===== src/rtl/fec_ctrl_pkg.sv =====
// Shared types for the FEC instruction-decode stage.
// Holds the opcode map, the control bundle carried from decode to execute,
// and the decode-stage state encoding.
package fec_ctrl_pkg;

    localparam int unsigned OPC_W  = 5;
    localparam int unsigned CODE_W = 4;

    localparam logic [OPC_W-1:0] OPC_XOR  = 5'b00000;
    localparam logic [OPC_W-1:0] OPC_LW   = 5'b00001;
    localparam logic [OPC_W-1:0] OPC_SW   = 5'b00010;
    localparam logic [OPC_W-1:0] OPC_MOV  = 5'b00011;
    localparam logic [OPC_W-1:0] OPC_PUT  = 5'b00100;
    localparam logic [OPC_W-1:0] OPC_ADD  = 5'b00101;
    localparam logic [OPC_W-1:0] OPC_SUB  = 5'b00110;
    localparam logic [OPC_W-1:0] OPC_SL   = 5'b00111;
    localparam logic [OPC_W-1:0] OPC_SR   = 5'b01000;
    localparam logic [OPC_W-1:0] OPC_INC  = 5'b01001;
    localparam logic [OPC_W-1:0] OPC_DEC  = 5'b01010;
    localparam logic [OPC_W-1:0] OPC_AND  = 5'b01011;
    localparam logic [OPC_W-1:0] OPC_DONE = 5'b01111;

    // Control bundle; funct is the native 4-bit ALU code.
    typedef struct packed {
        logic              op;
        logic [CODE_W-1:0] funct;
        logic              reg_write;
        logic              reg_dest;
        logic              branch_en;
        logic              mem_write;
        logic              mem_read;
        logic              done;
        logic              illegal;
    } ctrl_t;

    typedef enum logic [1:0] {
        RUN    = 2'd0,
        BUBBLE = 2'd1,
        HALT   = 2'd2
    } dec_state_t;

endpackage


===== src/rtl/ctrl_decode_lut.sv =====
// Purely combinational opcode -> control bundle mapping.
// Ports:
//   opcode_i  5-bit opcode field
//   ctrl_o    fully defined control bundle (unused fields are 0)
module ctrl_decode_lut
    import fec_ctrl_pkg::*;
(
    input  logic [OPC_W-1:0] opcode_i,
    output ctrl_t            ctrl_o
);

    always_comb begin
        ctrl_o = '0;
        if (opcode_i[OPC_W-1]) begin
            // Any opcode with the top bit set is bne.
            ctrl_o.op        = 1'b1;
            ctrl_o.branch_en = 1'b1;
        end else begin
            case (opcode_i)
                OPC_XOR, OPC_MOV, OPC_ADD, OPC_SUB, OPC_SL, OPC_SR, OPC_AND: begin
                    ctrl_o.funct     = opcode_i[CODE_W-1:0];
                    ctrl_o.reg_write = 1'b1;
                end
                OPC_LW: begin
                    ctrl_o.funct     = opcode_i[CODE_W-1:0];
                    ctrl_o.reg_write = 1'b1;
                    ctrl_o.mem_read  = 1'b1;
                end
                OPC_SW: begin
                    ctrl_o.funct     = opcode_i[CODE_W-1:0];
                    ctrl_o.reg_write = 1'b1;
                    ctrl_o.reg_dest  = 1'b1;
                    ctrl_o.mem_write = 1'b1;
                end
                OPC_PUT, OPC_INC, OPC_DEC: begin
                    ctrl_o.funct     = opcode_i[CODE_W-1:0];
                    ctrl_o.reg_write = 1'b1;
                    ctrl_o.reg_dest  = 1'b1;
                end
                OPC_DONE: ctrl_o.done = 1'b1;
                // Only 01100..01110 remain here.
                default:  ctrl_o.illegal = 1'b1;
            endcase
        end
    end

endmodule


===== src/rtl/ctrl_decode_stage.sv =====
// Registered valid/ready instruction-decode stage.
// Ports:
//   clk, rst_n                   clock, async active-low reset
//   in_valid/in_ready/in_instr   instruction input handshake
//   out_valid/out_ready          control bundle output handshake
//   out_*                        registered control bundle and operand
//   halted, err_illegal          sticky status
//   instr_count                  saturating accepted-instruction counter
module ctrl_decode_stage
    import fec_ctrl_pkg::*;
#(
    parameter int unsigned INSTR_W      = 9,
    parameter int unsigned FUNCT_W      = 4,
    parameter int unsigned LOAD_BUBBLES = 1,
    parameter int unsigned CNT_W        = 16
) (
    input  logic               clk,
    input  logic               rst_n,
    input  logic               in_valid,
    output logic               in_ready,
    input  logic [INSTR_W-1:0] in_instr,
    output logic               out_valid,
    input  logic               out_ready,
    output logic               out_op,
    output logic [FUNCT_W-1:0] out_funct,
    output logic               out_reg_write,
    output logic               out_reg_dest,
    output logic               out_branch_en,
    output logic               out_mem_write,
    output logic               out_mem_read,
    output logic               out_done,
    output logic               out_illegal,
    output logic [INSTR_W-6:0] out_operand,
    output logic               halted,
    output logic               err_illegal,
    output logic [CNT_W-1:0]   instr_count
);

    localparam int unsigned OPD_W = INSTR_W - OPC_W;
    localparam int unsigned BUB_W = (LOAD_BUBBLES > 1) ? $clog2(LOAD_BUBBLES + 1) : 1;

    dec_state_t         state_q, state_d;
    logic [BUB_W-1:0]   cnt_q, cnt_d;
    logic               valid_q, valid_d;
    ctrl_t              ctrl_q, ctrl_d;
    logic [OPD_W-1:0]   opd_q, opd_d;
    logic               halted_q, halted_d;
    logic               err_q, err_d;
    logic [CNT_W-1:0]   count_q, count_d;
    ctrl_t              dec_ctrl;
    logic               in_xfer;
    logic               out_xfer;

    ctrl_decode_lut u_lut (
        .opcode_i (in_instr[INSTR_W-1 -: OPC_W]),
        .ctrl_o   (dec_ctrl)
    );

    // Ready depends only on state and downstream ready, never on in_valid.
    assign in_ready = (state_q == RUN) & (~valid_q | out_ready);
    assign in_xfer  = in_valid & in_ready;
    assign out_xfer = valid_q & out_ready;

    // Next-state: FSM, bubble counter, output register, status.
    always_comb begin
        state_d  = state_q;
        cnt_d    = cnt_q;
        valid_d  = valid_q;
        ctrl_d   = ctrl_q;
        opd_d    = opd_q;
        halted_d = halted_q;
        err_d    = err_q;
        count_d  = count_q;

        case (state_q)
            RUN: begin
                if (in_xfer) begin
                    if (dec_ctrl.done) begin
                        state_d = HALT;
                    end else if (dec_ctrl.mem_read && (LOAD_BUBBLES > 0)) begin
                        state_d = BUBBLE;
                        cnt_d   = BUB_W'(LOAD_BUBBLES);
                    end
                end
            end
            BUBBLE: begin
                if (cnt_q <= BUB_W'(1)) begin
                    state_d = RUN;
                    cnt_d   = '0;
                end else begin
                    cnt_d = cnt_q - BUB_W'(1);
                end
            end
            HALT:    state_d = HALT;
            default: begin
                state_d = RUN;
                cnt_d   = '0;
            end
        endcase

        // A new input always wins over draining the old bundle.
        if (in_xfer) begin
            valid_d = 1'b1;
            ctrl_d  = dec_ctrl;
            opd_d   = in_instr[OPD_W-1:0];
            if (count_q != {CNT_W{1'b1}}) begin
                count_d = count_q + CNT_W'(1);
            end
            if (dec_ctrl.done) begin
                halted_d = 1'b1;
            end
            if (dec_ctrl.illegal) begin
                err_d = 1'b1;
            end
        end else if (out_xfer) begin
            valid_d = 1'b0;
        end
    end

    // State and output registers.
    always_ff @(posedge clk or negedge rst_n) begin
        if (!rst_n) begin
            state_q  <= RUN;
            cnt_q    <= '0;
            valid_q  <= 1'b0;
            ctrl_q   <= '0;
            opd_q    <= '0;
            halted_q <= 1'b0;
            err_q    <= 1'b0;
            count_q  <= '0;
        end else begin
            state_q  <= state_d;
            cnt_q    <= cnt_d;
            valid_q  <= valid_d;
            ctrl_q   <= ctrl_d;
            opd_q    <= opd_d;
            halted_q <= halted_d;
            err_q    <= err_d;
            count_q  <= count_d;
        end
    end

    assign out_valid     = valid_q;
    assign out_op        = ctrl_q.op;
    assign out_funct     = FUNCT_W'(ctrl_q.funct);
    assign out_reg_write = ctrl_q.reg_write;
    assign out_reg_dest  = ctrl_q.reg_dest;
    assign out_branch_en = ctrl_q.branch_en;
    assign out_mem_write = ctrl_q.mem_write;
    assign out_mem_read  = ctrl_q.mem_read;
    assign out_done      = ctrl_q.done;
    assign out_illegal   = ctrl_q.illegal;
    assign out_operand   = opd_q;
    assign halted        = halted_q;
    assign err_illegal   = err_q;
    assign instr_count   = count_q;

endmodule


===== config.mk =====
export PLATFORM = sky130hd
export DESIGN_NAME = ctrl_decode_stage
export DESIGN_NICKNAME = d
export VERILOG_FILES = /design/src/rtl/fec_ctrl_pkg.sv /design/src/rtl/ctrl_decode_lut.sv /design/src/rtl/ctrl_decode_stage.sv
export SDC_FILE = /design/constraint.sdc
export NUM_CORES = 1
export LEC_CHECK = 0
export ABC_AREA = 0
export BUFFER_PORTS_ARGS = -buffer_cell sky130_fd_sc_hd__clkbuf_2
export CAP_MARGIN = 20
export CORE_ASPECT_RATIO = 2
export CORE_MARGIN = 1.5
export CORE_UTILIZATION = 35
export DETAILED_ROUTE_END_ITERATION = 16
export SETUP_SLACK_MARGIN = 0.02
export SLEW_MARGIN = 15
export SYNTH_ARGS = -nofsm -noshare
export SYNTH_HDL_FRONTEND = slang
export SYNTH_SLANG_ARGS = --single-unit

===== constraint.sdc =====
create_clock -name clk -period 2.6 [get_ports clk]
set_input_delay 0.13 -clock clk [delete_from_list [all_inputs] [get_ports clk]]
set_output_delay 0.13 -clock clk [all_outputs]
set_load 0.005 [all_outputs]

==> flow_summary.toml, run 1 <==
[synth]
synth_seq_cells = 36
yosysMostFrequentCell = "dfrtp_1"
yosys_most_used_dff = "dfrtp_1"
synth_cells = 158
synth_edf_count = 0
syn_area_um2 = 1610
avgSynthCellArea_um2 = 10.2
postSynth.asyncResetShare_pct = 100
synthTopCellsByCount = "36 x dfrtp_1, 34 x nand2_1, 13 x nor2_1"
seq_area_frac_synth_pct = 55.8
netlist.area_leader.share_pct = 55.8
synth_nets = 172
synth_area_leaders = "dfrtp_1 56%, nand2_1 7.9%, xor2_1 4.3%"
yosysTopAreaCell = "dfrtp_1"
synth_cell_type_count = 35
yosys_warnings = 0

[cts]
clockBufferDepth = 2
cts_tree = "built"
clk_latency_ns = 0.28
htree_levels = 2
clockRootBuffer = "clkbuf_8"
path_clk_slew_ns = 0.08
cts.sinks = 36
numCtsBuffers = 5

[timing]
finalMaxSlewViolations = 0
grt_setup_unrepaired = "no"
setup_violations = 0
holdWs_ns = 0.0449
setup_tns_ns = 0
tightest_slew_ns = 0.901
period_minus_slack_ns = 2.10
hold_viol = 0
fin_worst_skew_ns = 0.0107
finalCritPeriodShare_pct = 80.9
max-slew-margin-rel_pct = 39.9
max_freq_mhz = 475

[worst_setup_path]
crit_type = "reg -> reg"
ff2ff_path_depth = 5
critPathSlowestCell = "or3_1"
cp_max_fo = 8
cp.depth = 5
crit_path_end_kind = "register"
worst-path-buf-inv = 0
required_ns = 2.77
critPathTopFamily = "simple AND/OR/NAND/NOR gates"
cpPeakStageDelay_ns = 0.46
critPathArrivalTime_ns = 2.28
path_cells = "ha_1, nand2_1, or3_1, o31ai_4, mux2_4"
critPathLaunchType = "register"

[finish]
drive_gt1_share_pct = 32.9
nFillCells = 452
regArea_um2 = 901
postLayoutCoreUtil_pct = 45.7
syn2layout_area_growth_pct = 24.1
multi_input_area_um2 = 678
final_cells = 264
diodes = 0
final_nets = 223

[global_routing]
grt_pass1_vias = 1283
gr-usage-all-layers_pct = 15.5
grt_start_max_net_pins = 37
grt_pass1_wl_um = 5920
antenna_found_initial = 0
grt_overflow_total = 0

[placement]
gp_routability_congestion = 0.726
dp_hpwl_um = 2680
portBuffers = 48
dp.cells = 255

[die]
start_util_pct = 36.8
core_um2 = 4380
die_area_um2 = 5050
rows = 34
chipWidth_um = 51.0
io_pins = 49
chipHeight_um = 99.0

[job]
max_cap_viol_count = 0

[route]
wl_per_cell_um = 13.8
dr.pass1.iters = 4
vias_per_cell = 4.98
vias = 1314
drt_iter0_markers = 21
antenna_left = 0
totalWireLength_um = 3640
drc = 0

[min_path]
hold_class = "in -> reg"
whs_path_depth = 3

[power]
ir_worst_vdd_mv = 0.495
power.density_nw_per_um2 = 758
power.leakage_nw = 1.06

[status]
outcome = "finished, final reports clean"
what timing repair did:
action	4_1_cts	5_1_grt
buffers inserted	0	0
hold buffers	1	0
hold endpoints to repair	30	0
gates resized for setup	0	0
cell usage in the layout (no fill, tap or decap), types with 2 or more instances in the layout:
| cell type | n |
|---|---|
| mux2_2 | 2 |
| clkbuf_2 | 48 |
| nand4_1 | 4 |
| clkbuf_8 | 5 |
| o21ai_0 | 2 |
| a21oi_1 | 3 |
| or3_1 | 2 |
| xor2_1 | 8 |
| and2_1 | 2 |
| or2_2 | 2 |
| a21o_1 | 3 |
| xnor2_1 | 5 |
| and3_1 | 2 |
| nor4_1 | 2 |
| buf_4 | 2 |
| clkinv_2 | 2 |
| nor3_1 | 6 |
| nand2_1 | 34 |
| nor2_1 | 13 |
| nand3b_1 | 3 |
| dfrtp_1 | 36 |
| nand3_1 | 8 |
cell families (layout without fill, tap and decap cells):
logic type | count (synthesis) | after routing | share of synthesized area [%]
simple gates | 85 | 85 | 26.0
fa+ha+maj | 1 | 1 | 0.775
xor+xnor | 13 | 13 | 7.05
mux | 3 | 3 | 2.33
flops | 36 | 36 | 55.8
compound gates | 12 | 12 | 5.89
buf+inv | 8 | 60 | 2.17
final timing paths:
kind                                startpoint               to  slack (ns)
worst max-delay path            instr_count[0]   instr_count[1]        0.50
worst min-delay path               in_instr[3]   out_operand[3]        0.04
worst max register to register  instr_count[0]   instr_count[1]        0.50
worst min register to register      state_q[0]       state_q[1]        0.43
max in group asynchronous                rst_n  instr_count[12]        1.53
min in group asynchronous                rst_n   out_operand[3]        0.50
per-stage QoR:
step	worst slack (ns)	area [um^2]	power, mW
2_1_floorplan	0.667	1610	0.960
3_3_place_gp	0.546	1910	1.14
3_5_place_dp	0.499	1910	1.14
4_1_cts	0.489	2000	1.54
5_1_grt	0.364	2000	1.62
6_report	0.496	2000	1.52
final cells by class:
class / count / area share, %
well taps: 54 / 3.37
multi-input cells: 114 / 33.9
repair buffers: 51 / 13.2
clock inverters: 3 / 0.937
flip-flops and latches: 36 / 45.0
inverters: 1 / 0.187
clock buffers: 5 / 3.44
registers in the layout, summed over array words and instances (netlist names):
| signal | flops |
|---|---|
| err_illegal | 1 |
| halted | 1 |
| instr_count | 16 |
| out_branch_en | 1 |
| out_done | 1 |
| out_funct | 4 |
| out_illegal | 1 |
| out_mem_read | 1 |
| out_mem_write | 1 |
| out_operand | 4 |
| out_reg_dest | 1 |
| out_reg_write | 1 |
| out_valid | 1 |
| state_q | 2 |
worst min-delay path, stage by stage:
cell	delay, ns
clkbuf_2	0.08
nand2_1	0.04
nand2_1	0.05
where the power goes:
part / internal [mW] / total [mW] / switching (mW)
clock: 0.187 / 0.392 / 0.206
sequential: 0.662 / 0.756 / 0.0941
combinational: 0.179 / 0.370 / 0.191
total: 1.03 / 1.52 / 0.491
metal layers:
metal	part of all wire, %	GRT usage [%]	wire length, um
met1	40	18.1	1470
met2	52	26.2	1890
met3	4.5	2.73	164
met4	3.1	8.32	111
met5	0	0	0
Power figures use the tool's default switching activity.
==> inputs of run 2 (changes only) <==
==> constraint.sdc (replaced) <==
create_clock -name clk -period 2.05 [get_ports clk]
set_input_delay 0.1025 -clock clk [delete_from_list [all_inputs] [get_ports clk]]
set_output_delay 0.1025 -clock clk [all_outputs]
set_load 0.005 [all_outputs]
==> run 2 against run 1 <==
Global-route usage up 0.29 points. Critical path depth stayed put. Largest power group unchanged. Clock skew down 0.0053 ns. Cell count is 2.7% higher. First-iteration DRC count up 14%. Core utilization grew 1.3 points. Count of clock-buffer cells in the layout rose by 1.
==> flow_summary.toml, run 2 (synthesis gave the netlist of run 1 again) <==
[worst_setup_path]
critPathLaunchType = "register"
critPathSlowestCell = "or3_1"
critPathArrivalTime_ns = 2.09
cp_max_fo = 8
crit_path_end_kind = "register"
worst-path-buf-inv = 1
cp.depth = 5
cpPeakStageDelay_ns = 0.46
path_cells = "nand4_2, or3_1, o31ai_4, buf_4, mux2_4"
crit_type = "reg -> reg"
critPathTopFamily = "simple AND/OR/NAND/NOR gates"
ff2ff_path_depth = 5
required_ns = 2.22

[min_path]
hold_class = "in -> reg"
whs_path_depth = 3

[finish]
syn2layout_area_growth_pct = 27.6
nFillCells = 442
final_common_cell = "clkbuf_2"
final_nets = 231
diodes = 0
postLayoutCoreUtil_pct = 47.0
drive_gt1_share_pct = 35.5
largest_reg_flops = 16
regArea_um2 = 902
final_cells = 271
multi_input_area_um2 = 683
final_cell_mix = "48 x clkbuf_2, 35 x dfrtp_1, 34 x nand2_1"

[timing]
grt_setup_unrepaired = "no"
max-slew-margin-rel_pct = 69.0
hold_viol = 0
max_freq_mhz = 520
layout_setup_ws_ns = 0.129
finalCritPeriodShare_pct = 93.7
tightest_slew_ns = 0.465
period_minus_slack_ns = 1.92
finalMaxSlewViolations = 0
fin_worst_skew_ns = 0.00540
setup_violations = 0
setup_tns_ns = 0

[die]
io_pins = 49
core_um2 = 4380
start_util_pct = 36.8
die_area_um2 = 5050
chipWidth_um = 51.0
chipHeight_um = 99.0
rows = 34

[cts]
clockRootBuffer = "clkbuf_8"
clockBufferDepth = 2
numCtsBuffers = 5
htree_levels = 2
clk_latency_ns = 0.28
cts_tree = "built"
path_clk_slew_ns = 0.07
cts.sinks = 36

[global_routing]
grt_pass1_wl_um = 6110
antenna_found_initial = 0
grt_overflow_total = 0
gr-usage-all-layers_pct = 15.8
grt_pass1_vias = 1314
grt_start_max_net_pins = 37

[placement]
dp_slack_ns = 0.154
gp_routability_congestion = 0.778
portBuffers = 48
dp.cells = 261
dp_hpwl_um = 2650

[route]
antenna_left = 0
dr.pass1.iters = 4
wl_per_cell_um = 13.3
vias = 1351
vias_per_cell = 4.99
drt_iter0_markers = 24
totalWireLength_um = 3590
drc = 0

[job]
max_cap_viol_count = 0

[power]
power.leakage_nw = 1.09
fin_total_pwr_mw = 1.94
power.density_nw_per_um2 = 941
ir_worst_vdd_mv = 0.586

[status]
outcome = "finished, final reports clean"
run 2: cell types whose count changed in the layout (fill, tap and decap cells not counted), sizes merged:
| cell | previous run | this run |
|---|---|---|
| buf | 2 | 10 |
| clkbuf | 53 | 54 |
| clkinv | 3 | 1 |
run 2: what timing repair did:
action	CTS	global route
hold buffers	1	0
setup endpoints to repair	0	3
setup buffers	0	2
hold endpoints to repair	36	0
resized for setup	0	2
run 2: through the flow:
| step | cell area (um^2) | hold WS [ns] |
|---|---|---|
| 3_5_place_dp | 1950 | 0.180 |
| 5_1_grt | 2060 | 0.0180 |
| 2_1_floorplan | 1610 | -0.193 |
| 3_3_place_gp | 1950 | 0.176 |
| 6_report | 2060 | 0.0147 |
| 4_1_cts | 2040 | 0.00742 |
run 2: cell type report:
cell class              instances  area share, %
clock buffers                   6           3.52
clock inverters                 1          0.243
inverters                       1          0.182
multi-input cells             114           33.2
flip-flops and latches         36           43.8
well taps                      54           3.28
repair buffers                 59           15.8
run 2: final timing paths:
kind	from	endpoint	slack, ns
worst min-delay path	in_instr[3]	out_operand[3]	0.01
min in group asynchronous	rst_n	out_mem_read	0.40
worst max-delay path	instr_count[10]	instr_count[1]	0.13
worst max register to register	instr_count[10]	instr_count[1]	0.13
worst min register to register	state_q[0]	state_q[1]	0.43
max in group asynchronous	rst_n	instr_count[0]	1.30
run 2: report_power, final:
group          internal, mW  total, mW  leakage (nW)  switching [mW]
clock network         0.231      0.467        0.0410           0.236
logic                 0.259      0.523         0.580           0.264
registers             0.842      0.948         0.467           0.106
total                  1.33       1.94          1.09           0.606
run 2: per-layer routing:
layer	wire (um)	up-vias	track usage [%]	share of wire (%)
li1	-	655	-	-
met1	1400	641	18.0	39
met2	1920	49	27.3	54
met3	230	6	4.39	6.4
met4	40	0	6.03	1.1
met5	0	-	0	0
run 2: worst register-to-register path, stage by stage, from the launching register on:
cell and delay, ns:
dfrtp_1 0.44, nand4_2 0.16, or3_1 0.46, o31ai_4 0.25, buf_4 0.19, mux2_4 0.31
==> inputs of run 3 (changes only) <==
--- a/config.mk
+++ b/config.mk
@@ -7,7 +7,6 @@
 export LEC_CHECK = 0
 export ABC_AREA = 0
 export BUFFER_PORTS_ARGS = -buffer_cell sky130_fd_sc_hd__clkbuf_2
-export CAP_MARGIN = 20
 export CORE_ASPECT_RATIO = 2
 export CORE_MARGIN = 1.5
 export CORE_UTILIZATION = 35
@@ -16,4 +15,5 @@
 export SLEW_MARGIN = 15
 export SYNTH_ARGS = -nofsm -noshare
 export SYNTH_HDL_FRONTEND = slang
+export SYNTH_HIERARCHICAL = 1
 export SYNTH_SLANG_ARGS = --single-unit
==> run 3 against run 2 <==
Critical path depth unchanged. Synthesized cell count up 9.5%. Clock power up 4.7%. Highest routed layer unchanged.
==> flow_summary.toml, run 3 <==
[status]
outcome = "finished, final reports clean"

[job]
max_cap_viol_count = 0

[cts]
cts_hold_buf = 4
cts_tree = "built"
numCtsBuffers = 5
clockBufferDepth = 2
clockRootBuffer = "clkbuf_8"
clk_latency_ns = 0.29
path_clk_slew_ns = 0.07
cts_setup_buffers = 0
htree_levels = 2
cts.repair.resized = 0
cts.sinks = 37

[route]
totalWireLength_um = 3910
antenna_left = 0
vias = 1415
wl_per_cell_um = 13.5
drt_iter0_markers = 15
vias_per_cell = 4.90
dr.pass1.iters = 4
drc = 0

[die]
die_area_um2 = 5370
start_util_pct = 35.7
chipHeight_um = 102
io_pins = 49
rows = 36
core_um2 = 4820
chipWidth_um = 52.6

[worst_setup_path]
crit_path_end_kind = "register"
cp_max_fo = 7
worst-path-buf-inv = 0
critPathLaunchType = "register"
cpPeakStageDelay_ns = 0.46
path_cells = "ha_1, nand3_1, nor4_4, nor2_2, mux2_4"
crit_type = "reg -> reg"
required_ns = 2.22
critPathSlowestCell = "nor4_4"
critPathTopFamily = "simple AND/OR/NAND/NOR gates"
critPathArrivalTime_ns = 1.93

[synth]
synth_seq_cells = 37
synth_nets = 187
yosys_most_used_dff = "dfrtp_1"
synth_edf_count = 0
post_synth_mux_area_share_pct = 1.53
yosys_warnings = 6
avgSynthCellArea_um2 = 9.95
postSynth.asyncResetShare_pct = 100
synthTopCellsByCount = "54 x nand2_1, 37 x dfrtp_1, 12 x xor2_1"
yosys.area_share.simple_pct = 33.1
syn_area_um2 = 1720
synth_xor_area_share_pct = 6.10
synth_cell_type_count = 35
synth-adder-area-share_pct = 0.727
yosysTopAreaCell = "dfrtp_1"
synth_compound_area_share_pct = 3.05
seq_area_frac_synth_pct = 53.8
synth_area_leaders = "dfrtp_1 54%, nand2_1 12%, xor2_1 6.1%"
netlist.area_leader.share_pct = 53.8
synth_cells = 173
yosysMostFrequentCell = "nand2_1"
synth_top_family_by_area = "simple AND/OR/NAND/NOR gates"

[timing]
fin_worst_skew_ns = 0.00519
setup_violations = 0
setup_tns_ns = 0
grt_setup_unrepaired = "no"
finalMaxSlewViolations = 0
finalCritPeriodShare_pct = 86.0
period_minus_slack_ns = 1.76
tightest_slew_ns = 0.469
max-slew-margin-rel_pct = 68.5
hold_viol = 0
max_freq_mhz = 567

[global_routing]
grt_start_max_net_pins = 38
grt_pass1_vias = 1334
gr-usage-all-layers_pct = 16.4
antenna_found_initial = 0
grt_overflow_total = 0
grt_pass1_wl_um = 6380

[placement]
portBuffers = 48
gp_routability_congestion = 0.754
dp.cells = 277
dp_hpwl_um = 2920
place_area_um2 = 2040

[finish]
final_common_cell = "nand2_1"
final_cells = 289
design_area_um2 = 2160
largest_reg_flops = 16
final_nets = 245
diodes = 0
nFillCells = 465
drive_gt1_share_pct = 29.3
syn2layout_area_growth_pct = 25.4
final_cell_mix = "54 x nand2_1, 48 x clkbuf_2, 37 x dfrtp_1"

[min_path]
hold_class = "in -> reg"

[power]
ir_worst_vdd_mv = 0.597
power.leakage_nw = 1.19
fin_total_pwr_mw = 2.14
power.density_nw_per_um2 = 989
-- run 3: cell count changes after synthesis, moves of 3 or more --
cell      before  now
nand2_1       34   54
nand3_1        8    4
nand3b_1       3    0
nor2_1        13    5
nor3b_1        0    4
xnor2_1        5    0
xor2_1         8   12
-- run 3: worst paths after layout --
path	endpoint	cells past startpoint	slack, ns	startpoint
min in group asynchronous	out_operand[2]	3	0.39	rst_n
worst max register to register	instr_count[1]	5	0.29	instr_count[0]
max in group asynchronous	out_mem_read	3	1.32	rst_n
worst min register to register	err_illegal	1	0.46	err_illegal
worst min-delay path	out_operand[3]	3	0.01	in_instr[3]
worst max-delay path	instr_count[1]	5	0.29	instr_count[0]
-- run 3: kinds of logic after synthesis --
logic type,Yosys count
and+or+nand+nor,106
muxes,2
adders and majority gates,1
xor gates and xnor gates,12
DFF,37
AOI/OAI and AO/OA,9
buffers and inverters,6
-- run 3: routing by layer --
layer	vias to the layer above	GRT usage, %	share of wire (%)
li1	699	-	-
met1	678	18.7	39
met2	32	28.0	55
met3	6	3.80	3.6
met4	0	7.69	2.1
met5	-	0	0
-- run 3: final cells by class --
type | instances | area, um^2 | share of cell area [%]
inverters | 1 | 3.75 | 0.174
repair buffers | 56 | 310 | 14.4
well taps | 57 | 71.3 | 3.30
multi-input cells | 130 | 766 | 35.5
clock inverters | 2 | 10.0 | 0.463
flip-flops and latches | 37 | 926 | 42.9
clock buffers | 6 | 72.6 | 3.36
-- run 3: worst register-to-register path, delay by kind of cell (launching register included) --
family	cells	cell delay, ns
and+or+nand+nor	3	0.73
muxes	1	0.31
adders and majority gates	1	0.22
DFF	1	0.40
-- run 3: power by group --
part	internal [mW]	total, mW	switching [mW]
clock	0.236	0.489	0.254
sequential	0.900	1.05	0.147
combinational	0.282	0.599	0.317
total	1.42	2.14	0.718
-- run 3: through the flow --
| step | hold WS, ns | util (%) | worst slack, ns |
|---|---|---|---|
| final | 0.00975 | 44.8 | 0.287 |
| after floorplan | -0.193 | - | 0.463 |
| after global routing | 0.00593 | 44.8 | 0.148 |
| after detailed placement | 0.175 | 42.3 | 0.270 |
| after global placement | 0.173 | 42.3 | 0.311 |
| after CTS | 0.00427 | 44.8 | 0.262 |
